<file path="config.mk">
export PLATFORM = sky130hd
export DESIGN_NAME = bounce_box_gen_flat
export DESIGN_NICKNAME = d
export VERILOG_FILES = /design/src/rtl/bounce_box_gen_pkg.sv /design/src/rtl/bounce_box_gen_if.sv /design/src/rtl/bounce_box_gen_box_axis.sv /design/src/rtl/bounce_box_gen.sv /design/src/flat_wrapper.sv
export SDC_FILE = /design/constraint.sdc
export NUM_CORES = 1
export LEC_CHECK = 0
export ABC_CLOCK_PERIOD_IN_PS = 3000
export BUFFER_PORTS_ARGS = -buffer_cell sky130_fd_sc_hd__buf_2
export CAP_MARGIN = 10
export CORE_ASPECT_RATIO = 0.5
export CORE_MARGIN = 1.5
export CORE_UTILIZATION = 40
export DETAILED_ROUTE_END_ITERATION = 6
export PLACE_DENSITY = 0.71
export SLEW_MARGIN = 15
export SYNTH_ARGS = -nofsm -noshare
export SYNTH_HDL_FRONTEND = slang
export SYNTH_SLANG_ARGS = --single-unit
</file>
<file path="constraint.sdc">
create_clock -name clk -period 3 [get_ports clk]
set_input_delay 0 -clock clk [delete_from_list [all_inputs] [get_ports clk]]
set_output_delay 0 -clock clk [all_outputs]
set_load 0.1 [all_outputs]
</file>
<file path="src/rtl/bounce_box_gen_pkg.sv">
// Shared VGA constants, direction encoding and the debug view of the box state
// for the bounce_box_gen pixel generator.
package bounce_box_gen_pkg;

    localparam int VGA_HD  = 640;
    localparam int VGA_VD  = 480;
    localparam int RGB_W   = 12;
    localparam int COORD_W = 12;

    localparam logic [RGB_W-1:0] RGB_BOX_DEF = 12'hF00;
    localparam logic [RGB_W-1:0] RGB_BG_DEF  = 12'h00F;
    localparam logic [RGB_W-1:0] RGB_BLACK   = '0;

    // Idle level of the active-low syncs while the block is held in reset.
    localparam logic SYNC_IDLE = 1'b1;

    typedef enum logic {
        DIR_INC = 1'b0,
        DIR_DEC = 1'b1
    } dir_e;

    typedef struct packed {
        logic [COORD_W-1:0] box_x;
        logic [COORD_W-1:0] box_y;
        dir_e               dir_x;
        dir_e               dir_y;
    } box_dbg_t;

    function automatic logic [COORD_W:0] widen(input logic [COORD_W-1:0] v);
        return {1'b0, v};
    endfunction

endpackage

</file>
<file path="src/rtl/bounce_box_gen_if.sv">
// Pixel-timing bus from the VGA sync core into the pixel generator.
interface bounce_box_gen_if;
    import bounce_box_gen_pkg::*;

    // Streaming bus with no back-pressure: the sync core presents a new pixel
    // every clock and video_on qualifies pixel_x/pixel_y as visible.
    logic               video_on;
    logic               hsync_in;
    logic               vsync_in;
    logic [COORD_W-1:0] pixel_x;
    logic [COORD_W-1:0] pixel_y;

    modport master (output video_on, hsync_in, vsync_in, pixel_x, pixel_y);
    modport slave  (input  video_on, hsync_in, vsync_in, pixel_x, pixel_y);

endinterface

</file>
<file path="src/rtl/bounce_box_gen_box_axis.sv">
// One axis of the bouncing box: position register, direction flop and the
// wall rule. hit is a combinational pulse on the enabled edge that bounces.
module bounce_box_gen_box_axis
    import bounce_box_gen_pkg::*;
#(
    parameter int LIMIT = VGA_HD,
    parameter int SIZE  = 32,
    parameter int STEP  = 2,
    parameter int P0    = 304
) (
    input  logic               clk,
    input  logic               rst_n,
    input  logic               en,
    output logic [COORD_W-1:0] pos,
    output dir_e               dir,
    output logic               hit
);

    localparam logic [COORD_W:0]   LIMIT_W = (COORD_W+1)'(LIMIT);
    localparam logic [COORD_W:0]   SIZE_W  = (COORD_W+1)'(SIZE);
    localparam logic [COORD_W:0]   STEP_W  = (COORD_W+1)'(STEP);
    localparam logic [COORD_W-1:0] P0_C    = COORD_W'(P0);
    localparam logic [COORD_W-1:0] FAR_C   = COORD_W'(LIMIT - SIZE);
    localparam logic [COORD_W-1:0] STEP_C  = COORD_W'(STEP);

    logic [COORD_W:0] pos_w;
    logic             hit_far;
    logic             hit_near;

    // One extra bit keeps pos + SIZE + STEP from wrapping near the limit.
    assign pos_w    = widen(pos);
    assign hit_far  = (dir == DIR_INC) && (pos_w + SIZE_W + STEP_W >= LIMIT_W);
    assign hit_near = (dir == DIR_DEC) && (pos_w <= STEP_W);
    assign hit      = en && (hit_far || hit_near);

    always_ff @(posedge clk or negedge rst_n) begin
        if (!rst_n) begin
            pos <= P0_C;
            dir <= DIR_INC;
        end else if (en) begin
            if (hit_far) begin
                pos <= FAR_C;
                dir <= DIR_DEC;
            end else if (hit_near) begin
                pos <= '0;
                dir <= DIR_INC;
            end else if (dir == DIR_INC) begin
                pos <= pos + STEP_C;
            end else begin
                pos <= pos - STEP_C;
            end
        end
    end

endmodule

</file>
<file path="src/rtl/bounce_box_gen.sv">
// Demo pixel source: a solid square that moves once per frame, bounces off the
// visible-area edges, and is drawn with one cycle of latency matched on the syncs.
module bounce_box_gen
    import bounce_box_gen_pkg::*;
#(
    parameter int               HD        = VGA_HD,
    parameter int               VD        = VGA_VD,
    parameter int               SIZE      = 32,
    parameter int               STEP      = 2,
    parameter int               X0        = 304,
    parameter int               Y0        = 224,
    parameter logic [RGB_W-1:0] BOX_COLOR = RGB_BOX_DEF,
    parameter logic [RGB_W-1:0] BG_COLOR  = RGB_BG_DEF
) (
    input  logic                   clk,
    input  logic                   rst_n,
    bounce_box_gen_if.slave        vga,
    input  logic                   pause,
    output logic [RGB_W-1:0]       rgb,
    output logic                   hsync_out,
    output logic                   vsync_out,
    output logic [7:0]             bounce_cnt,
    output logic                   frame_tick,
    output box_dbg_t               dbg
);

    localparam logic [COORD_W-1:0] VD_C   = COORD_W'(VD);
    localparam logic [COORD_W:0]   SIZE_W = (COORD_W+1)'(SIZE);

    logic               tick;
    logic               en;
    logic [COORD_W-1:0] box_x;
    logic [COORD_W-1:0] box_y;
    dir_e               dir_x;
    dir_e               dir_y;
    logic               hit_x;
    logic               hit_y;
    logic [8:0]         cnt_sum;
    logic               in_x;
    logic               in_y;

    // First pixel of the first blanking line: once per frame, never mid-draw.
    assign tick = (vga.pixel_y == VD_C) && (vga.pixel_x == '0);
    assign en   = tick && !pause;

    bounce_box_gen_box_axis #(
        .LIMIT (HD),
        .SIZE  (SIZE),
        .STEP  (STEP),
        .P0    (X0)
    ) u_axis_x (
        .clk   (clk),
        .rst_n (rst_n),
        .en    (en),
        .pos   (box_x),
        .dir   (dir_x),
        .hit   (hit_x)
    );

    bounce_box_gen_box_axis #(
        .LIMIT (VD),
        .SIZE  (SIZE),
        .STEP  (STEP),
        .P0    (Y0)
    ) u_axis_y (
        .clk   (clk),
        .rst_n (rst_n),
        .en    (en),
        .pos   (box_y),
        .dir   (dir_y),
        .hit   (hit_y)
    );

    assign dbg = '{box_x: box_x, box_y: box_y, dir_x: dir_x, dir_y: dir_y};

    // A corner hit contributes both axis pulses on the same edge.
    assign cnt_sum = {1'b0, bounce_cnt} + {8'd0, hit_x} + {8'd0, hit_y};

    assign in_x = (widen(vga.pixel_x) >= widen(box_x)) &&
                  (widen(vga.pixel_x) <  widen(box_x) + SIZE_W);
    assign in_y = (widen(vga.pixel_y) >= widen(box_y)) &&
                  (widen(vga.pixel_y) <  widen(box_y) + SIZE_W);

    always_ff @(posedge clk or negedge rst_n) begin
        if (!rst_n) begin
            rgb        <= RGB_BLACK;
            hsync_out  <= SYNC_IDLE;
            vsync_out  <= SYNC_IDLE;
            bounce_cnt <= '0;
            frame_tick <= 1'b0;
        end else begin
            frame_tick <= tick;
            hsync_out  <= vga.hsync_in;
            vsync_out  <= vga.vsync_in;
            bounce_cnt <= cnt_sum[8] ? 8'hFF : cnt_sum[7:0];
            if (!vga.video_on) begin
                rgb <= RGB_BLACK;
            end else if (in_x && in_y) begin
                rgb <= BOX_COLOR;
            end else begin
                rgb <= BG_COLOR;
            end
        end
    end

endmodule

</file>
<file path="src/flat_wrapper.sv">
// flat-port wrapper written by rule: the top's interface ports become plain ports
module bounce_box_gen_flat import bounce_box_gen_pkg::*;
#(
    parameter int               HD        = VGA_HD,
    parameter int               VD        = VGA_VD,
    parameter int               SIZE      = 32,
    parameter int               STEP      = 2,
    parameter int               X0        = 304,
    parameter int               Y0        = 224,
    parameter logic [RGB_W-1:0] BOX_COLOR = RGB_BOX_DEF,
    parameter logic [RGB_W-1:0] BG_COLOR  = RGB_BG_DEF
)
  (clk, rst_n, pause, rgb, hsync_out, vsync_out, bounce_cnt, frame_tick, dbg, vga_video_on, vga_hsync_in, vga_vsync_in, vga_pixel_x, vga_pixel_y);
  bounce_box_gen_if vga_i ();
  input  logic clk;
  input  logic rst_n;
  input  logic pause;
  output logic [RGB_W-1:0] rgb;
  output logic hsync_out;
  output logic vsync_out;
  output logic [7:0] bounce_cnt;
  output logic frame_tick;
  output box_dbg_t dbg;
  input wire logic [$bits(vga_i.video_on)-1:0] vga_video_on;
  input wire logic [$bits(vga_i.hsync_in)-1:0] vga_hsync_in;
  input wire logic [$bits(vga_i.vsync_in)-1:0] vga_vsync_in;
  input wire logic [$bits(vga_i.pixel_x)-1:0] vga_pixel_x;
  input wire logic [$bits(vga_i.pixel_y)-1:0] vga_pixel_y;
  assign vga_i.video_on = vga_video_on;
  assign vga_i.hsync_in = vga_hsync_in;
  assign vga_i.vsync_in = vga_vsync_in;
  assign vga_i.pixel_x = vga_pixel_x;
  assign vga_i.pixel_y = vga_pixel_y;
  bounce_box_gen #(.HD(HD), .VD(VD), .SIZE(SIZE), .STEP(STEP), .X0(X0), .Y0(Y0), .BOX_COLOR(BOX_COLOR), .BG_COLOR(BG_COLOR)) u_core (.clk(clk), .rst_n(rst_n), .vga(vga_i), .pause(pause), .rgb(rgb), .hsync_out(hsync_out), .vsync_out(vsync_out), .bounce_cnt(bounce_cnt), .frame_tick(frame_tick), .dbg(dbg));
endmodule
</file>
Word-level counts from Yosys, hierarchy flattened
Index checks and enable logic that the tools add are counted.
Storage, ports and cells
  output and inout bits: 49
  word-level logic and storage cells: 62
  register bits: 49
  bits of input ports: 30
Cells by class
  add/subtract/negate cells: 10
  bitwise logic cells: 2
  $lt $le $gt $ge: 8
  reductions and logical operators: 19
  mux-type cells: 13
  equal/unequal tests: 1
Operator list (number)
  $mux 12: 8
  $add 12x6->13 const B: 2
  $add 13x2->13 const B: 2
  $lt 12x13->1: 2
  $add 12x2->12 const B: 2
  $ge 12x12->1: 2
  $le 12x2->1 const B: 2
  $sub 12x2->12 const B: 2
  $ge 13x10->1 const B: 1
  $ge 13x9->1 const B: 1
  $eq 12x9->1 const B: 1
  $logic_not 12->1: 1
  $logic_and 1x1->1: 11
  $add 8x1->9: 1
  $add 9x1->9: 1
  $mux 8: 1
  $mux 1: 4
  $reduce_and 2->1: 2
  $reduce_bool 2->1: 2
  $logic_or 1x1->1: 2
  $not 1->1: 2
  $logic_not 1->1: 1

Depth between registers and ports, before layout
  depth in word-level cells: 9
  gate-level depth with buffers: 14
  mapped depth without buffers: 12

Hierarchy
A second synthesis with hierarchy kept.
Second synthesis, totals
  cells, all modules: 454
  area, all modules: 3827.4 um^2
By module, submodules not included
  bounce_box_gen: times used 1, sequential area each 327.8 um^2, cells an instance 221, area each 1850.5 um^2
  bounce_box_gen_box_axis (u_core.u_axis_y): times used 1, sequential area each 304.0 um^2, cells an instance 119, area each 994.7 um^2
  bounce_box_gen_box_axis (u_core.u_axis_x): times used 1, sequential area each 304.0 um^2, cells an instance 114, area each 982.2 um^2

Worst setup path before layout
Ideal clock, no wire load.
  path type: reg-to-reg
  from: reg u_core.u_axis_y.pos[6]
  to: reg u_core.bounce_cnt[7]
  arrival time: 3637 ps
  setup time: 126 ps
  clock period less this slack: 3763 ps
  buffers on the path: 1
  setup slack: -763 ps
  stages on the path, launching flop included: 12
  data required time: 2874 ps
  path through: dfstp_2 -> ha_1 -> xnor2_2 -> or4_1 -> a2111o_1 -> a31oi_4 -> buf_6 -> a21oi_1 -> fa_1 -> ha_1 -> nand2b_1 -> mux2_2
On the way
  cells in the longest elaborated chain, start to end: 8
  elaborated cells between the ends (all ways): 10
  classes of those cells: 3 x add/sub; 2 x order compare; 1 x mux; 4 x reduce/logical
Ends and longest elaborated chain
  from (decl): RTL line bounce_box_gen_box_axis.sv:14  | output logic [COORD_W-1:0] pos,
  from (signal assigned): RTL line bounce_box_gen_box_axis.sv:48  | pos <= pos + STEP_C;
  from (signal assigned): RTL line bounce_box_gen_box_axis.sv:50  | pos <= pos - STEP_C;
  $add 12x6->13: RTL line bounce_box_gen_box_axis.sv:32  | assign hit_far = (dir == DIR_INC) && (pos_w + SIZE_W + STEP_W >= LIMIT_W);
  $add 13x2->13: RTL line bounce_box_gen_box_axis.sv:32
  $ge 13x9->1: RTL line bounce_box_gen_box_axis.sv:32
  $logic_and 1x1->1: RTL line bounce_box_gen_box_axis.sv:32
  $logic_or 1x1->1 (*): RTL line bounce_box_gen_box_axis.sv:34  | assign hit = en && (hit_far || hit_near);
  $logic_and 1x1->1 (*): RTL line bounce_box_gen_box_axis.sv:34
  $add 9x1->9 (*): RTL line bounce_box_gen.sv:77  | assign cnt_sum = {1'b0, bounce_cnt} + {8'd0, hit_x} + {8'd0, hit_y};
  $mux 8 (*): RTL line bounce_box_gen.sv:95  | bounce_cnt <= cnt_sum[8] ? 8'hFF : cnt_sum[7:0];
  to (signal assigned): RTL line bounce_box_gen.sv:95
  to (decl): RTL line bounce_box_gen.sv:22  | output logic [7:0] bounce_cnt,
Mark *: on every way between the ends. The rest lies on a longest branch, timed or not.
A chain may end at the register's enable or synchronous reset.

Final worst setup path
Same ends and word-level chain as after synthesis.

==> impl_results.md <==
* Fin. max-slew vios at 0
* Crit path time final at 3.01 ns
* Hold Path End: u_core.frame_tick
* Final WS setup at -0.00614 ns
* R2r startpoint: u_core.u_axis_y.pos[6]
* Logic pwr share at 0.110
* IO Port Bufs at just over 70
* H-tree levels at 2
* Synthesized cell area at around 3700 um2
* Synth Instances at ~440
* R2r setup slk at -0.006 ns
* Worst Setup Start Kind: flop
* Die height at about 71 um
* Fin cells at ~650
* Max FO, Critical Path at 6
* Post-synth ARST share at 1.00
* Total internal power at between 1 and 1.5 mW
* Post-synth EDFFs at 0
* Worst skew pair latency at 0.29 ns
* Register area share after synthesis at 0.250
* Longest Clk Path Bufs at 2
* Share of layout cells above drive strength 1 at 0.319
* Total Routing Usage GR at 0.213
* Switch share at 0.248
* RSZ-0062 raised after global routing: true
* Post-route ant nets at 0
* TritonCTS clock tree: built
* Failing checks: design-rule violations, negative setup slack
* Total CTS buffers at 5
* Hold slack at roughly 0.074 ns
* RR Endpoint: u_core.bounce_cnt[7]
* Endpoint type of the worst setup path: flop
* Syn Area/Cell at about 8.5 um2
* Utilization after layout at 0.528
* First-pass GRT wire length at 17.1 mm
* Total Power at between 1 and 1.5 mW
* WP data arrival at approximately 3.2 ns
* WHS Path Cells at 3
* Total core area at around 8900 um2
* # DRC at 3
* Req. time, crit path at approximately 3.2 ns
* Critical path's largest stage delay at 0.67 ns
* Layout area overhead at 25.5%
* Final Hold Viols at 0
* CTS root buffer: clkbuf_16
* Max Cap Viol at 0
* CP max stage cell: dfstp_4
* CTS clk-pin slew, worst paths at 0.06 ns
* Worst Hold Class: input port to flop
* PwrDens at between 200 and 300 nW/um2
* Placed inst area at ~4400 um2
* Nets at 608
* Yosys reg bits at 37
* Final setup violation count at 1
* Cell area after layout at between 4000 and 5000 um2
* Ant diodes at 0
* Die area at around 10000 um2
* Detailed Place HPWL at about 8.2 mm
* Vias per inst at about 5.7
* Yosys warning count at 0
* Initial antenna violation count at 0
* Post-CTS Setup Repair Bufs at 0
* Switch Pwr at 0.337 mW
* Tightest Pin Transition at a little under 0.9 ns
* Primary FF master, synth: dfrtp_1
* Static Leak at 2.26 nW
* Largest net degree at the start of global routing at 38
* Sequential share of power at 0.370
* CTS sink count at 37
* Outcome: finished with violations
* IO Count at roughly 80
* Peak supply drop at between 0.2 and 0.25 mV
* Peak Freq at roughly 330 MHz
* R2R cell count at 10
* DRT iter0 DRCs at about 400
* Max_slew headroom at 0.424
* Initial Utilization at 0.421
* First drt pass iteration count at 6
* Skew final at 0.00706 ns
* GPL Wtd Cong at about 0.93
* Die X at between 100 and 150 um
* CP Cell Sequence: ha_4 -> nand2_2 -> or4_4 -> a2111o_1 -> a31oi_4 -> a21oi_2 -> fa_2 -> ha_4 -> nand2b_4 -> mux2_4
* Via count of the first global-routing pass at around 3500
* CP dominant cell by count: ha_4
* HP Start: vga_pixel_y[7]
* Synth cell types at 67
* Total number of vias at between 3000 and 4000
* Clock power frac at 0.520
* Avg WL per Cell at 16.2 um
* Drt total wl at 10.5 mm
* Crit Path Category: flop to flop
* Crit share post-route at 1.00
* Placed Cells at roughly 630
* FP Rows at 24
* GR Overflow Total at 0
## worst max path at each step
stage,to,depth (start not counted),from
floorplan,u_core.bounce_cnt[7],11,u_core.u_axis_y.pos[6]
global placement,u_core.bounce_cnt[7],10,u_core.u_axis_y.pos[6]
detailed placement,u_core.bounce_cnt[7],10,u_core.u_axis_y.pos[6]
CTS,u_core.bounce_cnt[7],10,u_core.u_axis_y.pos[6]
global route,u_core.bounce_cnt[7],10,u_core.u_axis_y.pos[6]
finish,u_core.bounce_cnt[7],10,u_core.u_axis_y.pos[6]
## cell families (layout without fill, tap and decap cells)
group,count (synthesis),count (layout),synth area share
AOI/OAI and AO/OA,120,120,0.228
buffers and inverters,60,145,0.0823
other,1,6,0.00100
adders and majority gates,50,50,0.169
and+or+nand+nor,149,149,0.213
DFF,37,37,0.250
xor gates and xnor gates,16,16,0.0395
muxes,6,6,0.0164
## stage by stage
stage | worst slack, ns | setup TNS, ns
global route | -0.0609 | -0.111
CTS | -0.00231 | -0.00231
finish | -0.00614 | -0.00614
floorplan | -0.360 | -1.43
global placement | 0.0239 | 0
detailed placement | -0.0180 | -0.0180
## registers in the layout, indices dropped and copies added (netlist names)
signal / flops
u_core.bounce_cnt: 8
u_core.frame_tick: 1
u_core.hsync_out: 1
u_core.rgb: 2
u_core.u_axis_x.dir: 1
u_core.u_axis_x.pos: 11
u_core.u_axis_y.dir: 1
u_core.u_axis_y.pos: 11
u_core.vsync_out: 1
## area by class of cell
class	instances	area (um2)
Fill cell	847	4200
Multi-Input combinational cell	347	2630
Sequential cell	37	965
Timing Repair Buffer	109	648
Tap cell	117	146
Clock buffer	5	125
Inverter	28	108
Clock inverter	3	68.8
## placed cells by master, fill, tap and decap left out, drive strengths merged, types with 14 or more instances in the layout
master and instances:
a21o 14, a21oi 19, a31oi 18, buf 105, dfrtp 29, ha 49, inv 29, nand2 24
nand3 19, nor2 27, nor3 16, o21ai 15
## power groups by stage
stage	Sequential [mW]	Clock (mW)	Combinational [mW]
floorplan	0.528	0	0.0880
CTS	0.503	0.715	0.151
finish	0.503	0.706	0.149
global route	0.503	0.733	0.163
detailed placement	0.512	0	0.147
global placement	0.511	0	0.145
## critical path: cells and delay by family (launching register included)
family,cells,cell delay [ns]
muxes,1,0.25
AOI/OAI and AO/OA,3,0.58
adders and majority gates,3,0.73
and+or+nand+nor,3,0.65
DFF,1,0.67
## Yosys cell counts, types with 10 or more instances
cell / n / area (um2)
a21o_1: 14 / 105
ha_1: 49 / 613
o21ai_0: 14 / 70.1
nand2_1: 24 / 90.1
nor3_1: 16 / 80.1
buf_4: 14 / 105
o22ai_1: 13 / 81.3
a21oi_1: 19 / 95.1
xnor2_1: 12 / 105
nand4_1: 10 / 62.6
nor2_1: 27 / 101
inv_1: 28 / 105
nand3_1: 18 / 90.1
dfrtp_1: 29 / 726
a31oi_1: 16 / 100
or2_2: 11 / 68.8
## per-layer routing
metal	share of wire	global-route usage	up-vias
met3	0.044	0.0307	12
met2	0.45	0.343	93
met4	0.011	0.0702	0
met5	0	0	-
met1	0.49	0.297	1772
li1	-	-	1798
## timing repair
action | in CTS | in global routing
resized for setup | 4 | 5
hold endpoints to repair | 33 | 0
setup endpoints to repair | 1 | 8
hold buffers | 4 | 0
(Power assumes the default switching activity.)
